File: src/rtl/aes_gcm_pkg.sv
// Shared GCM definitions: phase codes, GF(2^128) reduction constant,
// block type and the GHASH stage FSM encoding.
package aes_gcm_pkg;

   typedef logic [0:127] gcm_block_t;

   localparam logic [0:2] PH_INIT = 3'b000;
   localparam logic [0:2] PH_AAD  = 3'b001;
   localparam logic [0:2] PH_TEXT = 3'b010;
   localparam logic [0:2] PH_LEN  = 3'b011;
   localparam logic [0:2] PH_IDLE = 3'b111;

   localparam gcm_block_t GCM_R = {8'hE1, 120'h0};

   typedef enum logic {
      ST_IDLE,
      ST_BUSY
   } ghash_state_e;

   function automatic logic phase_is_data(logic [0:2] ph);
      return (ph == PH_AAD) || (ph == PH_TEXT) || (ph == PH_LEN);
   endfunction

endpackage

File: src/rtl/gf128_digit_mul.sv
// Combinational DIGIT_BITS-step shift-and-add update of (Z, V)
// for GF(2^128) multiply in SP 800-38D bit ordering.
module gf128_digit_mul
   import aes_gcm_pkg::*;
#(
   parameter int DIGIT_BITS = 8
) (
   input  logic [0:127]            i_z,
   input  logic [0:127]            i_v,
   input  logic [0:DIGIT_BITS-1]   i_digit,
   output logic [0:127]            o_z,
   output logic [0:127]            o_v
);

   logic [0:127] w_z;
   logic [0:127] w_v;

   // Bit 0 of the digit is the lowest-order Hq bit of this step.
   always_comb begin
      w_z = i_z;
      w_v = i_v;
      for (int b = 0; b < DIGIT_BITS; b++) begin
         if (i_digit[b]) w_z = w_z ^ w_v;
         w_v = (w_v >> 1) ^ (w_v[127] ? GCM_R : '0);
      end
   end

   assign o_z = w_z;
   assign o_v = w_v;

endmodule

File: src/rtl/aes_ghash_stage.sv
// Digit-serial GHASH accumulator; folds one block per S+1 cycles
// and emits the GCM tag after the length block.
module aes_ghash_stage
   import aes_gcm_pkg::*;
#(
   parameter int DIGIT_BITS = 8
) (
   input  logic           clk,
   input  logic           rst,
   input  logic           i_valid,
   input  logic [0:127]   i_block,
   input  logic [0:2]     i_phase,
   input  logic           i_new_instance,
   input  logic [0:127]   i_h,
   input  logic [0:127]   i_ek_j0,
   output logic           o_ready,
   output logic           o_valid,
   output logic [0:127]   o_y,
   output logic           o_tag_valid,
   output logic [0:127]   o_tag
);

   localparam int         S    = 128 / DIGIT_BITS;
   localparam logic [7:0] LAST = 8'(S - 1);

   ghash_state_e r_state;
   ghash_state_e w_next;

   logic [0:127] r_h;
   logic [0:127] r_ekj0;
   logic [0:127] r_v;
   logic [0:127] r_z;
   logic [0:127] r_hq;
   logic [0:127] r_y;
   logic [0:127] r_tag;
   logic [0:2]   r_phase;
   logic [7:0]   r_cnt;
   logic         r_valid;
   logic         r_tag_valid;

   logic [0:127] w_z;
   logic [0:127] w_v;
   logic         w_accept;
   logic         w_last;

   assign w_accept = i_valid && (r_state == ST_IDLE)
                     && phase_is_data(i_phase);
   assign w_last   = (r_state == ST_BUSY) && (r_cnt == LAST);

   gf128_digit_mul #(
      .DIGIT_BITS (DIGIT_BITS)
   ) u_mul (
      .i_z     (r_z),
      .i_v     (r_v),
      .i_digit (r_hq[0:DIGIT_BITS-1]),
      .o_z     (w_z),
      .o_v     (w_v)
   );

   always_ff @(posedge clk or posedge rst) begin
      if (rst) r_state <= ST_IDLE;
      else     r_state <= w_next;
   end

   always_comb begin
      w_next = r_state;
      unique case (r_state)
         ST_IDLE: if (w_accept) w_next = ST_BUSY;
         ST_BUSY: if (w_last)   w_next = ST_IDLE;
         default: w_next = ST_IDLE;
      endcase
   end

   always_ff @(posedge clk or posedge rst) begin
      if (rst) begin
         r_h         <= '0;
         r_ekj0      <= '0;
         r_v         <= '0;
         r_z         <= '0;
         r_hq        <= '0;
         r_y         <= '0;
         r_tag       <= '0;
         r_phase     <= PH_INIT;
         r_cnt       <= '0;
         r_valid     <= 1'b0;
         r_tag_valid <= 1'b0;
      end else begin
         r_valid     <= 1'b0;
         r_tag_valid <= 1'b0;
         if (w_accept) begin
            if (i_new_instance) begin
               r_h    <= i_h;
               r_ekj0 <= i_ek_j0;
            end
            r_v     <= (i_new_instance ? '0 : r_y) ^ i_block;
            r_z     <= '0;
            r_hq    <= i_new_instance ? i_h : r_h;
            r_cnt   <= '0;
            r_phase <= i_phase;
         end else if (r_state == ST_BUSY) begin
            r_v   <= w_v;
            r_z   <= w_z;
            r_hq  <= r_hq << DIGIT_BITS;
            r_cnt <= r_cnt + 8'd1;
            if (w_last) begin
               r_y     <= w_z;
               r_valid <= 1'b1;
               if (r_phase == PH_LEN) begin
                  r_tag       <= r_ekj0 ^ w_z;
                  r_tag_valid <= 1'b1;
               end
            end
         end
      end
   end

   assign o_ready     = (r_state == ST_IDLE);
   assign o_valid     = r_valid;
   assign o_y         = r_y;
   assign o_tag_valid = r_tag_valid;
   assign o_tag       = r_tag;

endmodule

File: config.mk
export PLATFORM = sky130hd
export DESIGN_NAME = aes_ghash_stage
export DESIGN_NICKNAME = d
export VERILOG_FILES = /design/src/rtl/aes_gcm_pkg.sv /design/src/rtl/gf128_digit_mul.sv /design/src/rtl/aes_ghash_stage.sv
export SDC_FILE = /design/constraint.sdc
export NUM_CORES = 2
export LEC_CHECK = 0
export ABC_AREA = 0
export CAP_MARGIN = 15
export CORE_AREA = 5 5 380 382
export DETAILED_ROUTE_END_ITERATION = 10
export DIE_AREA = 0 0 385 387
export GPL_ROUTABILITY_DRIVEN = 1
export HOLD_SLACK_MARGIN = 0.06
export PLACE_DENSITY_LB_ADDON = 0.15
export REMOVE_ABC_BUFFERS = 1
export SKIP_LAST_GASP = 1
export SLEW_MARGIN = 10
export SYNTH_ARGS = -nofsm -noshare
export SYNTH_HDL_FRONTEND = slang
export SYNTH_HIERARCHICAL = 1
export SYNTH_SLANG_ARGS = --single-unit
File: constraint.sdc
create_clock -name clk -period 41.1 [get_ports clk]
set_input_delay 4.11 -clock clk [delete_from_list [all_inputs] [get_ports clk]]
set_output_delay 4.11 -clock clk [all_outputs]
set_load 0.02 [all_outputs]
# Yosys cells after proc, flatten, opt, wreduce, memory -nomap -nowiden
# Index checks and enable logic that the tools add are counted.
[classes] n_addsub=1 n_eq_ne=5 mux=36 n_bitwise=20 n_reduce_logical=9
[ops] cell="$mux W128" n=24
[ops] cell="$xor A128 B128 Y128" n=10
[ops] cell="$xor A127 B128 Y128" n=8
[ops] cell="$mux W8" n=2
[ops] cell="$eq A3 B2 Y1 const B" n=3
[ops] cell="$mux W1" n=9
[ops] cell="$add A8 B1 Y8 const B" n=1
[ops] cell="$eq A8 B4 Y1 const B" n=1
[ops] cell="$reduce_and A4 Y1" n=1
[ops] cell="$eq A3 B1 Y1 const B" n=1
[ops] cell="$logic_and A1 B1 Y1" n=3
[ops] cell="$reduce_and A3 Y1" n=1
[ops] cell="$logic_or A1 B1 Y1" n=2
[ops] cell="$not A1 Y1" n=2
[ops] cell="$pmux W1 S2" n=1
[ops] cell="$reduce_and A2 Y1" n=1
[ops] cell="$reduce_bool A2 Y1" n=1
[word_totals] reg_bits=910 input_bits=391 output_inout_bits=259

# Logic depth before layout (Yosys ltp)
[depth] word_depth=18 ltp_mapped=10 mapped_depth_nobuf=7

# Cells and area by module
# The synthesis kept the hierarchy.
[by_module_without_submodules] module="aes_ghash_stage" instances=1 cells_each=3595 area_per_inst_um2=40750.3 seq_area_each_um2=22771.8
[by_module_without_submodules] module="gf128_digit_mul" instances=1 cells_each=2440 area_per_inst_um2=15135.8 seq_area_each_um2=0.0

# Least setup slack after synthesis
# OpenSTA, ideal clock, no wires.
[synth_timing] path_type="input to register" from="input i_new_instance" to="register r_hq[10] (netlist bit)" arrival_ns=5.348 setup_slack_ns=35.627 cell_stages=6 path_buffers=3 cell_sequence="clkbuf_1 > clkbuf_1 > buf_2 > mux2i_1 > mux2i_1 > mux2_2"
[synth_between] elab_chain_len=2
[synth_lines] item="start, declared" line="aes_ghash_stage.sv:13" text="input logic i_new_instance,"
[synth_lines] item="$mux W128"
[synth_lines] item="$mux W128" line="aes_ghash_stage.sv:90" text="if (w_accept) begin"
[synth_lines] item="end signal, assigned" line="aes_ghash_stage.sv:97" text="r_hq <= i_new_instance ? i_h : r_h;"
[synth_lines] item="end signal, assigned" line="aes_ghash_stage.sv:103" text="r_hq <= r_hq << DIGIT_BITS;"
[synth_lines] item="end, declared" line="aes_ghash_stage.sv:33" text="logic [0:127] r_hq;"
# No other way between the ends.
# A chain may end at the register's enable or synchronous reset.

# Worst setup path in the final report
[layout_timing] from="input i_phase[1] (netlist bit)" to="register r_hq[4] (netlist bit)"
[layout_between] elab_chain_len=5 word_cells_on_any_way=8 cone_classes="eq/ne (3); mux (1); reduce/logical (4)"
[layout_lines] item="start, declared" line="aes_ghash_stage.sv:12" text="input logic [0:2] i_phase,"
[layout_lines] item="$eq A3 B1 Y1 or $eq A3 B2 Y1 (tied branches)" line="aes_gcm_pkg.sv:21" text="return (ph == PH_AAD) || (ph == PH_TEXT) || (ph == PH_LEN);"
[layout_lines] item="$logic_or A1 B1 Y1" line="aes_gcm_pkg.sv:21"
[layout_lines] item="$logic_or A1 B1 Y1 *" line="aes_gcm_pkg.sv:21"
[layout_lines] item="$logic_and A1 B1 Y1 *" line="aes_ghash_stage.sv:47" text="&& phase_is_data(i_phase);"
[layout_lines] item="$mux W128 or $reduce_bool A2 Y1 (tied branches)"
# Every way passes the cells marked *; elsewhere a longest branch is shown, timed or not.

==> flow_metrics.py <==
metrics = {
    "routing": {
        "vias": 41400,
        "drc": 0,
        "vias_per_cell": 5.01,
        "first_pass_iters": 5,
        "routed_wl_um": 171000,
        "wire_per_inst_um": 20.7,
        "final_antenna_net_count": 0,
        "first_iter_violations": 3212,
    },
    "synthesis": {
        "syn-cell-area_um2": 55900,
        "ys_types": 46,
        "synthArstFlopShare_pct": 100,
        "synthFlopType": "dfrtp_1",
        "yosys_warnings": 6,
        "synthCells": 6035,
        "ys_seq_area_share_pct": 40.7,
        "avgSynthCellArea_um2": 9.26,
        "synth-edff-count": 0,
        "synth_seq_cells": 910,
    },
    "timing": {
        "final-setup-viol-count": 0,
        "final-hold-violation-count": 0,
        "clock_skew_ns": 0.0582,
        "rsz0062_at_grt": "false",
        "relSlewSlack_pct": 21.5,
        "period_minus_slack_ns": 7.85,
        "worstMarginPinSlew_ns": 1.18,
        "period_share_pct": 19.1,
        "setup_tns_ns": 0,
        "slew_viol_final": 0,
        "fmax_mhz": 127,
    },
    "final_layout": {
        "layout-drive-gt1-share_pct": 10.6,
        "area_delta_synth_final_pct": 18.6,
        "final_area_um2": 66300,
        "fill_cells": 13300,
        "regArea_um2": 22800,
        "mostFrequentLayoutCells": "1,521 x nand2_1, 901 x dfrtp_1, 889 x xnor2_1",
        "fin_util_pct": 47.1,
        "nets": 6669,
        "multi_input_comb_area_um2": 29900,
        "layout.cells.most_common": "nand2_1",
    },
    "min_path": {
        "holdPathEnd": "r_h[57]",
        "hp-class": "reg2reg",
        "whs_path_depth": 2,
        "min_from": "r_h[57]",
    },
    "power_and_ir_drop": {
        "power_density_nw_per_um2": 61.8,
        "power_leakage_uw": 0.0276,
        "ir_worst_vdd_v": 0.0000387,
    },
    "grt": {
        "gr-total-overflow": 0,
        "grt_first_pass_wirelength_um": 262000,
        "antenna_found_initial": 24,
        "grt_pass1_vias": 41500,
        "grt.total_usage_pct": 22.4,
        "grt_max_degree": 243,
    },
    "placed_design": {
        "numPortBuffers": 649,
        "dp_hpwl_um": 111000,
        "gp_congestion": 0.787,
        "dpl_cell_area_um2": 62600,
    },
    "worst_setup_path": {
        "r2r_setup_slack_ns": 36.71,
        "r2r_cells": 7,
        "cp_cell_sequence": "clkdlybuf4s50_1, o211a_4, buf_4, buf_4, buf_4, mux2i_1, mux2_2",
        "cp-end-kind": "flip-flop",
        "critPathSlowestCell": "buf_4",
        "crit_family": "buffers and inverters",
        "slowest_delay_ns": 0.89,
        "cp_data_required_time_ns": 41.71,
        "worstReg2RegEnd": "o_tag[124]",
        "cp_max_fo": 67,
        "r2r_start": "r_state",
        "cp.buffers_inverters": 4,
        "crit_top_cell": "buf_4",
        "path_class": "in2reg",
        "arrival_ns": 8.46,
        "start_kind": "input port",
    },
    "floorplanning": {
        "die-width_um": 385,
        "start_util_pct": 39.7,
        "fp.dieH_um": 387,
        "die_area_um2": 149000,
        "io_pins": 650,
        "rows": 138,
        "coreArea_um2": 141000,
    },
    "status": {
        "run_status": "complete, no violations",
    },
    "clocking": {
        "cts_hold_buffers": 0,
        "insertion_delay_ns": 0.75,
        "post_cts_buffers": 0,
        "clock-root-buffer": "clkbuf_16",
        "clkTransAtPathRegs_ns": 0.06,
        "clock_path_buffers": 3,
        "cts_buffers": 107,
        "ctsResizeCount": 0,
        "htreeDepth": 3,
        "cts_tree": "built",
        "cts_sinks": 910,
    },
    "run": {
        "cap_violations": 0,
    },
}
-- worst reg2reg max path, delay by kind of cell (launching register included) --
family	cells	cell delay, ns
buf+inv	3	1.63
flops	1	0.47
mux	1	0.52
simple gates	3	1.64
-- per-stage QoR --
| stage | worst slack (ns) | hold slack (ns) | cells | total power [µW] |
|---|---|---|---|---|
| 2_1_floorplan | 11.41 | 0.446 | 5455 | 2500 |
| 3_3_place_gp | 32.56 | 0.462 | 8058 | 3080 |
| 3_5_place_dp | 32.48 | 0.469 | 8058 | 3120 |
| 4_1_cts | 33.29 | 0.483 | 8253 | 4140 |
| 5_1_grt | 33.07 | 0.500 | 8256 | 4360 |
| 6_report | 33.25 | 0.478 | 8268 | 4100 |
-- metal layers --
metal | GRT usage [%] | part of all wire [%] | vias up
li1 | - | - | 19500
met1 | 30.9 | 45 | 20500
met2 | 36.7 | 47 | 1136
met3 | 3.99 | 6.2 | 177
met4 | 5.39 | 1.9 | 18
met5 | 0 | 0.078 | -
-- flip-flops by register name (all words and copies together) (netlist names) --
register	cells
r_state	1
r_phase	3
r_z	128
o_y	128
r_cnt	8
o_valid	1
o_tag	128
r_hq	128
r_ekj0	128
o_tag_valid	1
r_v	128
r_h	128
-- power breakdown --
group / leakage, µW / switching, µW / total (µW) / internal (µW)
clock: 0.00178 / 414 / 1000 / 589
combinational: 0.0137 / 885 / 1570 / 690
sequential: 0.0122 / 377 / 1520 / 1140
-- synth_stat cells, drive strengths merged, types with 2 or more instances --
master,instances,area share (%)
nand2,1521,10
dfrtp,910,41
xnor2,889,14
mux2,515,10
o21ai,508,4.5
xor2,398,6.3
clkbuf,318,2.1
buf,262,2.9
mux2i,249,4.5
nor2,146,0.98
nand2b,129,1.4
inv,124,0.83
a211oi,11,0.15
a21oi,9,0.087
xnor3,7,0.28
nor3,5,0.054
a22oi,4,0.063
xor3,4,0.17
nand3,3,0.027
nor4,3,0.045
nand4,2,0.022
nor2b,2,0.022
nor3b,2,0.027
o211a,2,0.036
or2,2,0.022
-- worst max path at each step --
stage	from	end	slack (ns)	cells past startpoint
final	i_phase[1]	r_hq[4]	33.25	7
after global placement	i_phase[1]	r_hq[4]	32.56	7
after global routing	i_phase[1]	r_hq[4]	33.07	7
after detailed placement	i_phase[1]	r_hq[4]	32.48	7
after floorplan	rst	o_tag[0]	11.41	1
after CTS	i_phase[1]	r_hq[4]	33.29	7
-- cell families (layout without fill, tap and decap cells) --
family / Yosys count / count (layout) / share of synthesized area (%)
AO/OA/AOI/OAI: 539 / 539 / 4.96
XOR/XNOR: 1298 / 1298 / 20.7
adder cells (fa/ha/maj): 1 / 1 / 0.0224
buffers and inverters: 704 / 1032 / 5.83
flip-flops: 910 / 910 / 40.7
multiplexers: 764 / 764 / 14.8
other: 0 / 15 / 0
AND/OR/NAND/NOR: 1819 / 1819 / 12.9
-- layout make-up --
| type | count | share of cell area (%) |
|---|---|---|
| multi-input cells | 4421 | 45.1 |
| flip-flops and latches | 910 | 34.4 |
| repair buffers | 713 | 10.6 |
| clock buffers | 148 | 4.47 |
| well taps | 1890 | 3.57 |
| clock inverters | 47 | 1.07 |
| inverters | 124 | 0.725 |
| diodes | 15 | 0.0566 |
Note: power is estimated with default switching activity, not from simulation.
